## src/rtl/trisc_pkg.sv

```systemverilog
// Shared TRISC definitions: controller states, opcode map and instruction-field helper.
// No logic of its own; no latency and no backpressure.
package trisc_pkg;

   typedef enum logic [2:0] {
      IDLE   = 3'd0,
      FETCH  = 3'd1,
      DECODE = 3'd2,
      EXEC   = 3'd3,
      HALT   = 3'd4
   } state_t;

   localparam logic [3:0] OP_NOP  = 4'h0;
   localparam logic [3:0] OP_LDA  = 4'h1;
   localparam logic [3:0] OP_STA  = 4'h2;
   localparam logic [3:0] OP_ADD  = 4'h3;
   localparam logic [3:0] OP_SUB  = 4'h4;
   localparam logic [3:0] OP_AND  = 4'h5;
   localparam logic [3:0] OP_OR   = 4'h6;
   localparam logic [3:0] OP_LDI  = 4'h7;
   localparam logic [3:0] OP_JMP  = 4'h8;
   localparam logic [3:0] OP_JZ   = 4'h9;
   localparam logic [3:0] OP_JC   = 4'hA;
   localparam logic [3:0] OP_INC  = 4'hB;
   localparam logic [3:0] OP_CLA  = 4'hC;
   localparam logic [3:0] OP_NOTA = 4'hD;
   localparam logic [3:0] OP_NOP2 = 4'hE;
   localparam logic [3:0] OP_HLT  = 4'hF;

   // Opcode sits directly above the w-bit operand in an instruction word.
   function automatic logic [3:0] opcode_field(input logic [31:0] word, input int w);
      opcode_field = 4'(word >> w);
   endfunction

endpackage

```

## src/rtl/trisc_alu_param.sv

```systemverilog
// TRISC accumulator ALU: result plus carry, and which of ACC/Zero/Carry the opcode updates.
// Purely combinational; no backpressure.
module trisc_alu_param
   import trisc_pkg::*;
#(
   parameter int W = 4
) (
   input  logic [W-1:0] acc,
   input  logic [W-1:0] m,
   input  logic [3:0]   op,
   output logic [W-1:0] result,
   output logic         carryOut,
   output logic         carryWe,
   output logic         zeroWe
);

   logic [W:0] sum;

   // zeroWe doubles as the accumulator write enable: exactly the ACC-writing opcodes touch Zero.
   always_comb begin
      result   = acc;
      carryOut = 1'b0;
      carryWe  = 1'b0;
      zeroWe   = 1'b0;
      sum      = '0;
      case (op)
         OP_LDA, OP_LDI: begin
            result = m;
            zeroWe = 1'b1;
         end
         OP_ADD: begin
            sum      = {1'b0, acc} + {1'b0, m};
            result   = sum[W-1:0];
            carryOut = sum[W];
            carryWe  = 1'b1;
            zeroWe   = 1'b1;
         end
         OP_SUB: begin
            result   = acc - m;
            carryOut = (acc < m);
            carryWe  = 1'b1;
            zeroWe   = 1'b1;
         end
         OP_AND: begin
            result = acc & m;
            zeroWe = 1'b1;
         end
         OP_OR: begin
            result = acc | m;
            zeroWe = 1'b1;
         end
         OP_INC: begin
            sum      = {1'b0, acc} + {{W{1'b0}}, 1'b1};
            result   = sum[W-1:0];
            carryOut = sum[W];
            carryWe  = 1'b1;
            zeroWe   = 1'b1;
         end
         OP_CLA: begin
            result = '0;
            zeroWe = 1'b1;
         end
         OP_NOTA: begin
            result = ~acc;
            zeroWe = 1'b1;
         end
         default: ;
      endcase
   end

endmodule

```

## src/rtl/trisc_core_param.sv

```systemverilog
// TRISC processor core: FSM, PC/IR/ACC, flags and 2**W-word RAM with a load port.
// Three cycles per instruction; load writes take one cycle; no backpressure.
module trisc_core_param
   import trisc_pkg::*;
#(
   parameter int W = 4
) (
   input  logic           SysClock,
   input  logic           Clear,
   input  logic           Start,
   input  logic           Mode,
   input  logic           LoadWr,
   input  logic           LoadPtrClr,
   input  logic [W+3:0]   DataIn,
   output logic [W-1:0]   PC,
   output logic [W-1:0]   ACC,
   output logic [3:0]     IR,
   output logic [W-1:0]   MAR,
   output logic [W+3:0]   MDO,
   output logic           Zero,
   output logic           Carry,
   output logic           Running,
   output logic           Halted
);

   localparam int DEPTH = 2**W;

   state_t         state;
   logic [W-1:0]   ldPtr;
   logic [W-1:0]   operand;
   logic [W+3:0]   ram [DEPTH];

   logic           idleLike;
   logic           loadMode;
   logic           ramWe;
   logic [W+3:0]   ramWd;
   logic [W-1:0]   aluM;
   logic [W-1:0]   aluResult;
   logic           aluCarry;
   logic           aluCarryWe;
   logic           aluZeroWe;

   assign idleLike = (state == IDLE) || (state == HALT);
   assign loadMode = idleLike && Mode;
   assign Running  = (state == FETCH) || (state == DECODE) || (state == EXEC);
   assign Halted   = (state == HALT);

   // In DECODE the operand register is not yet loaded, so address straight from the fetched word.
   always_comb begin
      case (state)
         FETCH:   MAR = PC;
         DECODE:  MAR = MDO[W-1:0];
         EXEC:    MAR = operand;
         default: MAR = loadMode ? ldPtr : PC;
      endcase
   end

   assign ramWe = !Clear && ((loadMode && LoadWr) || (state == EXEC && IR == OP_STA));
   assign ramWd = loadMode ? DataIn : {4'h0, ACC};
   assign aluM  = (IR == OP_LDI) ? operand : MDO[W-1:0];

   trisc_alu_param #(.W(W)) u_alu (
      .acc      (ACC),
      .m        (aluM),
      .op       (IR),
      .result   (aluResult),
      .carryOut (aluCarry),
      .carryWe  (aluCarryWe),
      .zeroWe   (aluZeroWe)
   );

   // RAM contents survive Clear.
   always_ff @(posedge SysClock) begin
      if (ramWe) begin
         ram[MAR] <= ramWd;
      end
   end

   always_ff @(posedge SysClock) begin
      if (Clear) begin
         MDO <= '0;
      end else begin
         MDO <= ram[MAR];
      end
   end

   always_ff @(posedge SysClock) begin
      if (Clear) begin
         state   <= IDLE;
         PC      <= '0;
         ACC     <= '0;
         IR      <= '0;
         ldPtr   <= '0;
         operand <= '0;
         Zero    <= 1'b0;
         Carry   <= 1'b0;
      end else begin
         case (state)
            IDLE, HALT: begin
               if (Mode) begin
                  if (LoadPtrClr) begin
                     ldPtr <= '0;
                  end else if (LoadWr) begin
                     ldPtr <= ldPtr + W'(1);
                  end
               end else if (Start) begin
                  PC    <= '0;
                  ACC   <= '0;
                  Zero  <= 1'b0;
                  Carry <= 1'b0;
                  state <= FETCH;
               end
            end
            FETCH: begin
               state <= DECODE;
            end
            DECODE: begin
               IR      <= opcode_field(32'(MDO), W);
               operand <= MDO[W-1:0];
               PC      <= PC + W'(1);
               state   <= EXEC;
            end
            EXEC: begin
               if (aluZeroWe) begin
                  ACC  <= aluResult;
                  Zero <= (aluResult == '0);
               end
               if (aluCarryWe) begin
                  Carry <= aluCarry;
               end
               case (IR)
                  OP_JMP:  PC <= operand;
                  OP_JZ:   if (Zero)  PC <= operand;
                  OP_JC:   if (Carry) PC <= operand;
                  default: ;
               endcase
               state <= (IR == OP_HLT) ? HALT : FETCH;
            end
            default: begin
               state <= IDLE;
            end
         endcase
      end
   end

endmodule

```

## config.mk

```make
export PLATFORM = sky130hd
export DESIGN_NAME = trisc_core_param
export DESIGN_NICKNAME = d
export VERILOG_FILES = /design/src/rtl/trisc_pkg.sv /design/src/rtl/trisc_alu_param.sv /design/src/rtl/trisc_core_param.sv
export SDC_FILE = /design/constraint.sdc
export NUM_CORES = 1
export LEC_CHECK = 0
export CAP_MARGIN = 20
export CORE_ASPECT_RATIO = 0.8
export CORE_MARGIN = 2
export CORE_UTILIZATION = 55
export CTS_BUF_LIST = sky130_fd_sc_hd__clkbuf_4 sky130_fd_sc_hd__clkbuf_8
export CTS_CLUSTER_SIZE = 24
export DETAILED_ROUTE_END_ITERATION = 7
export DONT_BUFFER_PORTS = 1
export MAX_ROUTING_LAYER = met4
export PLACE_DENSITY = 0.79
export SYNTH_ARGS = -nofsm -noshare
export SYNTH_HDL_FRONTEND = slang
export SYNTH_SLANG_ARGS = --single-unit
export TNS_END_PERCENT = 100
```

## constraint.sdc

```tcl
create_clock -name SysClock -period 2.65 [get_ports SysClock]
set_input_delay 0.265 -clock SysClock [delete_from_list [all_inputs] [get_ports SysClock]]
set_output_delay 0.265 -clock SysClock [all_outputs]
set_load 0.02 [all_outputs]
```

==> impl_metrics.py <==
metrics = {
    "flow_run": {
        "drv_cap": 0,
    },
    "worst_setup_path": {
        "crit_fanout": 4,
        "endpoint_kind": "flip-flop",
        "slowest_delay_ns": 0.36,
        "crit_slowest_cell": "fa_2",
        "cp.required_ns": 3.00,
        "crit_family": "compound AO/OA/AOI/OAI gates",
        "path_cells": "nand3_2, or2_4, mux2_4, ha_4, fa_2, xnor2_1, o22ai_1, a21oi_2, o21a_1, a41o_1",
        "crit_type": "flip-flop to flip-flop",
        "cp-start-kind": "flip-flop",
        "cp_data_arrival_time_ns": 2.96,
        "critPathBufInv": 0,
    },
    "synthesis": {
        "synth_area_per_cell_um2": 11.68,
        "synth_largest_area_cell": "edfxtp_1",
        "syn_nets": 691,
        "synth-async-reset-ratio": 0,
        "yosysSeqAreaShare": 0.5845,
        "synthTopCellsByArea": "edfxtp_1, dfxtp_1, a211oi_1",
        "yosysTopAreaCellShare": 0.4988,
        "ys_warn_count": 0,
        "synth-edff-count": 128,
        "postSynthCellCount": 660,
        "ys_types": 70,
        "ys_ff_latch": 161,
        "netlist_area_mm2": 0.007706,
        "synth_ff_type": "edfxtp_1",
    },
    "timing": {
        "finalSetupViolations": 0,
        "finClkSkew_ns": 0.01861,
        "slew_headroom": 0.4132,
        "drv_slew": 0,
        "hold_viol": 0,
        "fin_ws_ns": 0.03624,
        "rsz0062_at_grt": "true",
        "tightestPinTransition_ns": 0.8802,
        "fin_crit_ns": 2.614,
        "fin_crit_sh": 0.9863,
        "max_freq_ghz": 0.3826,
    },
    "placed_design": {
        "io_buffers": 0,
        "routabilityCongestion": 0.9461,
        "dp.cells": 858,
        "dpl.hpwl_um": 13480,
        "dp_slack_ns": 0.06563,
        "dpl-instance-area_mm2": 0.008335,
    },
    "power_and_ir_drop": {
        "p_clk_frac": 0.266,
        "p_leak_nw": 3.163,
        "power.density_mw_per_mm2": 673.8,
        "total_power_mw": 5.932,
        "switchingPower_mw": 1.918,
        "seqPwrFrac": 0.488,
        "p_int_mw": 4.014,
        "combPwrFrac": 0.246,
        "ir_drop_uv": 505.5,
        "p_sw_frac": 0.3233,
    },
    "clock_network": {
        "insertion_delay_ns": 0.46,
        "cts_tree": "yes",
        "cts_made_buffers": 17,
        "clock_path_buffers": 2,
        "cts_root_buf": "clkbuf_8",
        "clk_pin_slew_ns": 0.08,
        "cts_htree_levels": 4,
        "clock-sinks": 161,
    },
    "route": {
        "first_iter_violations": 650,
        "dr.pass1.iters": 7,
        "routed_wl_um": 20230,
        "drtAntennaViolNets": 0,
        "num_vias": 5839,
        "wire_per_inst_um": 22.61,
        "drc": 0,
        "viasPerCell": 6.524,
    },
    "die": {
        "initial_core_util": 0.5647,
        "num_io_pins": 42,
        "die_h_um": 109.9,
        "fp-row-count": 38,
        "die_w_um": 136.3,
        "coreArea_mm2": 0.01365,
        "dieArea_mm2": 0.01498,
    },
    "outcome": {
        "outcome": "finished, final reports clean",
    },
    "cells_and_area": {
        "diodes": 0,
        "fin_util": 0.6452,
        "stdcell_count": 895,
        "layout-drive-gt1-share": 0.1986,
        "layout.nets": 734,
        "syn2layout_area_growth_pct": 14.26,
        "final_cell_area_mm2": 0.008805,
    },
    "grt": {
        "grt_pass1_wl_um": 30950,
        "antenna_found_initial": 0,
        "grtUsageTotal": 0.2911,
        "grt_pass1_vias": 5551,
        "grt-ovfl-total": 0,
        "grt_max_degree": 43,
    },
    "worst_hold_path": {
        "hold_path.class": "primary input to flip-flop",
    },
}
## Yosys cell counts, drive strengths merged (2+ instances only)
cell	count
o21ai	13
mux2	7
nor3b	2
nor2	40
mux2i	11
nor2b	8
inv	17
o22ai	2
and3	49
clkbuf	33
o311ai	8
a32oi	4
nor3	7
ha	15
nand2	68
a21o	3
o21a	6
o221ai	5
nand2b	8
a211oi	41
xnor2	6
o211ai	2
a21oi	27
a311o	16
and2	5
a22oi	5
dfxtp	33
nand3	13
nand4b	3
a31oi	10
a21boi	8
and4b	2
or2	4
o211a	2
nor4b	3
edfxtp	128
fa	2
o32a	9
buf	18
## metrics by stage
step / hold WS, ns / setup TNS, ns
6_report: 0.03253 / 0
5_1_grt: 0.02841 / -0.02694
4_1_cts: 0.005684 / 0
3_5_place_dp: 0.3340 / 0
3_3_place_gp: 0.3327 / 0
2_1_floorplan: 0.4332 / -1.556
## final timing paths
path                    from       end  slack, ns  cells after the start
hold / removal    LoadPtrClr  ldPtr[3]       0.03                      3
hold reg to reg     ldPtr[3]  ldPtr[3]       0.50                      2
setup / recovery       IR[0]      Zero       0.04                     10
setup reg to reg       IR[0]      Zero       0.04                     10
## power groups by stage
stage | clock, mW | sequential [mW] | combinational (mW)
floorplan | 0 | 2.94 | 0.879
global placement | 0 | 2.95 | 1.33
detailed placement | 0 | 2.95 | 1.35
CTS | 1.59 | 2.89 | 1.37
global route | 1.69 | 2.90 | 1.56
finish | 1.58 | 2.90 | 1.46
## routing by layer
layer | global-route usage | vias up | wire length, um
met5 | - | - | 0
met4 | 0.1034 | 0 | 499
met2 | 0.4440 | 323 | 9394
li1 | - | 2618 | -
met1 | 0.3755 | 2850 | 8276
met3 | 0.08345 | 48 | 2062
## kinds of logic after synthesis
kind of cell             Yosys count  share of synthesized area
buffers and inverters             69                    0.03718
XOR/XNOR                           7                   0.007956
AO/OA/AOI/OAI                    169                     0.1664
adder cells (fa/ha/maj)           17                    0.02955
multiplexers                      19                    0.02744
flip-flops                       161                     0.5845
AND/OR/NAND/NOR                  218                     0.1469
## cell type report
cell class	instances	area, um^2
fill	1006	4841
sequential	161	4514
multi-input combinational	431	3022
timing repair buffer	74	633.1
clock buffer	17	234.0
tap	180	225.2
clock inverter	14	105.1
inverter	18	71.32
## worst reg2reg max path, cell delays in order, from the launching register on
cell	delay, ns
dfxtp_4	0.35
nand3_2	0.09
or2_4	0.27
mux2_4	0.34
ha_4	0.19
fa_2	0.36
xnor2_1	0.15
o22ai_1	0.23
a21oi_2	0.10
o21a_1	0.21
a41o_1	0.24
## layout by cell type, fill, tap and decap left out, drive strengths merged, types with 6 or more instances in the layout
cell type / instances
edfxtp: 128
and3: 49
nand2: 68
nor2b: 8
a21oi: 27
xnor2: 6
a21boi: 8
o21a: 6
mux2: 7
o311ai: 8
mux2i: 11
inv: 23
o21ai: 13
nand3: 13
clkbuf: 17
a31oi: 11
o32a: 9
clkinv: 7
a211oi: 41
nand2b: 8
dfxtp: 33
a311o: 16
nor3: 7
ha: 15
buf: 73
nor2: 40
## sequential cells by signal, summed over array words and instances, names as in the netlist, 3 cells and up
name	flops
ACC	4
IR	4
MDO	8
PC	4
ldPtr	4
operand	4
ram	128
state	3
## what timing repair did
action | CTS | global route
buffers inserted | 0 | 3
resized for setup | 0 | 15
endpoints found under the hold margin | 32 | 0
hold buffers | 2 | 0
pin swaps | 1 | 5
gates cloned | 0 | 1
setup endpoints to repair | 1 | 120
(Power assumes the default switching activity.)
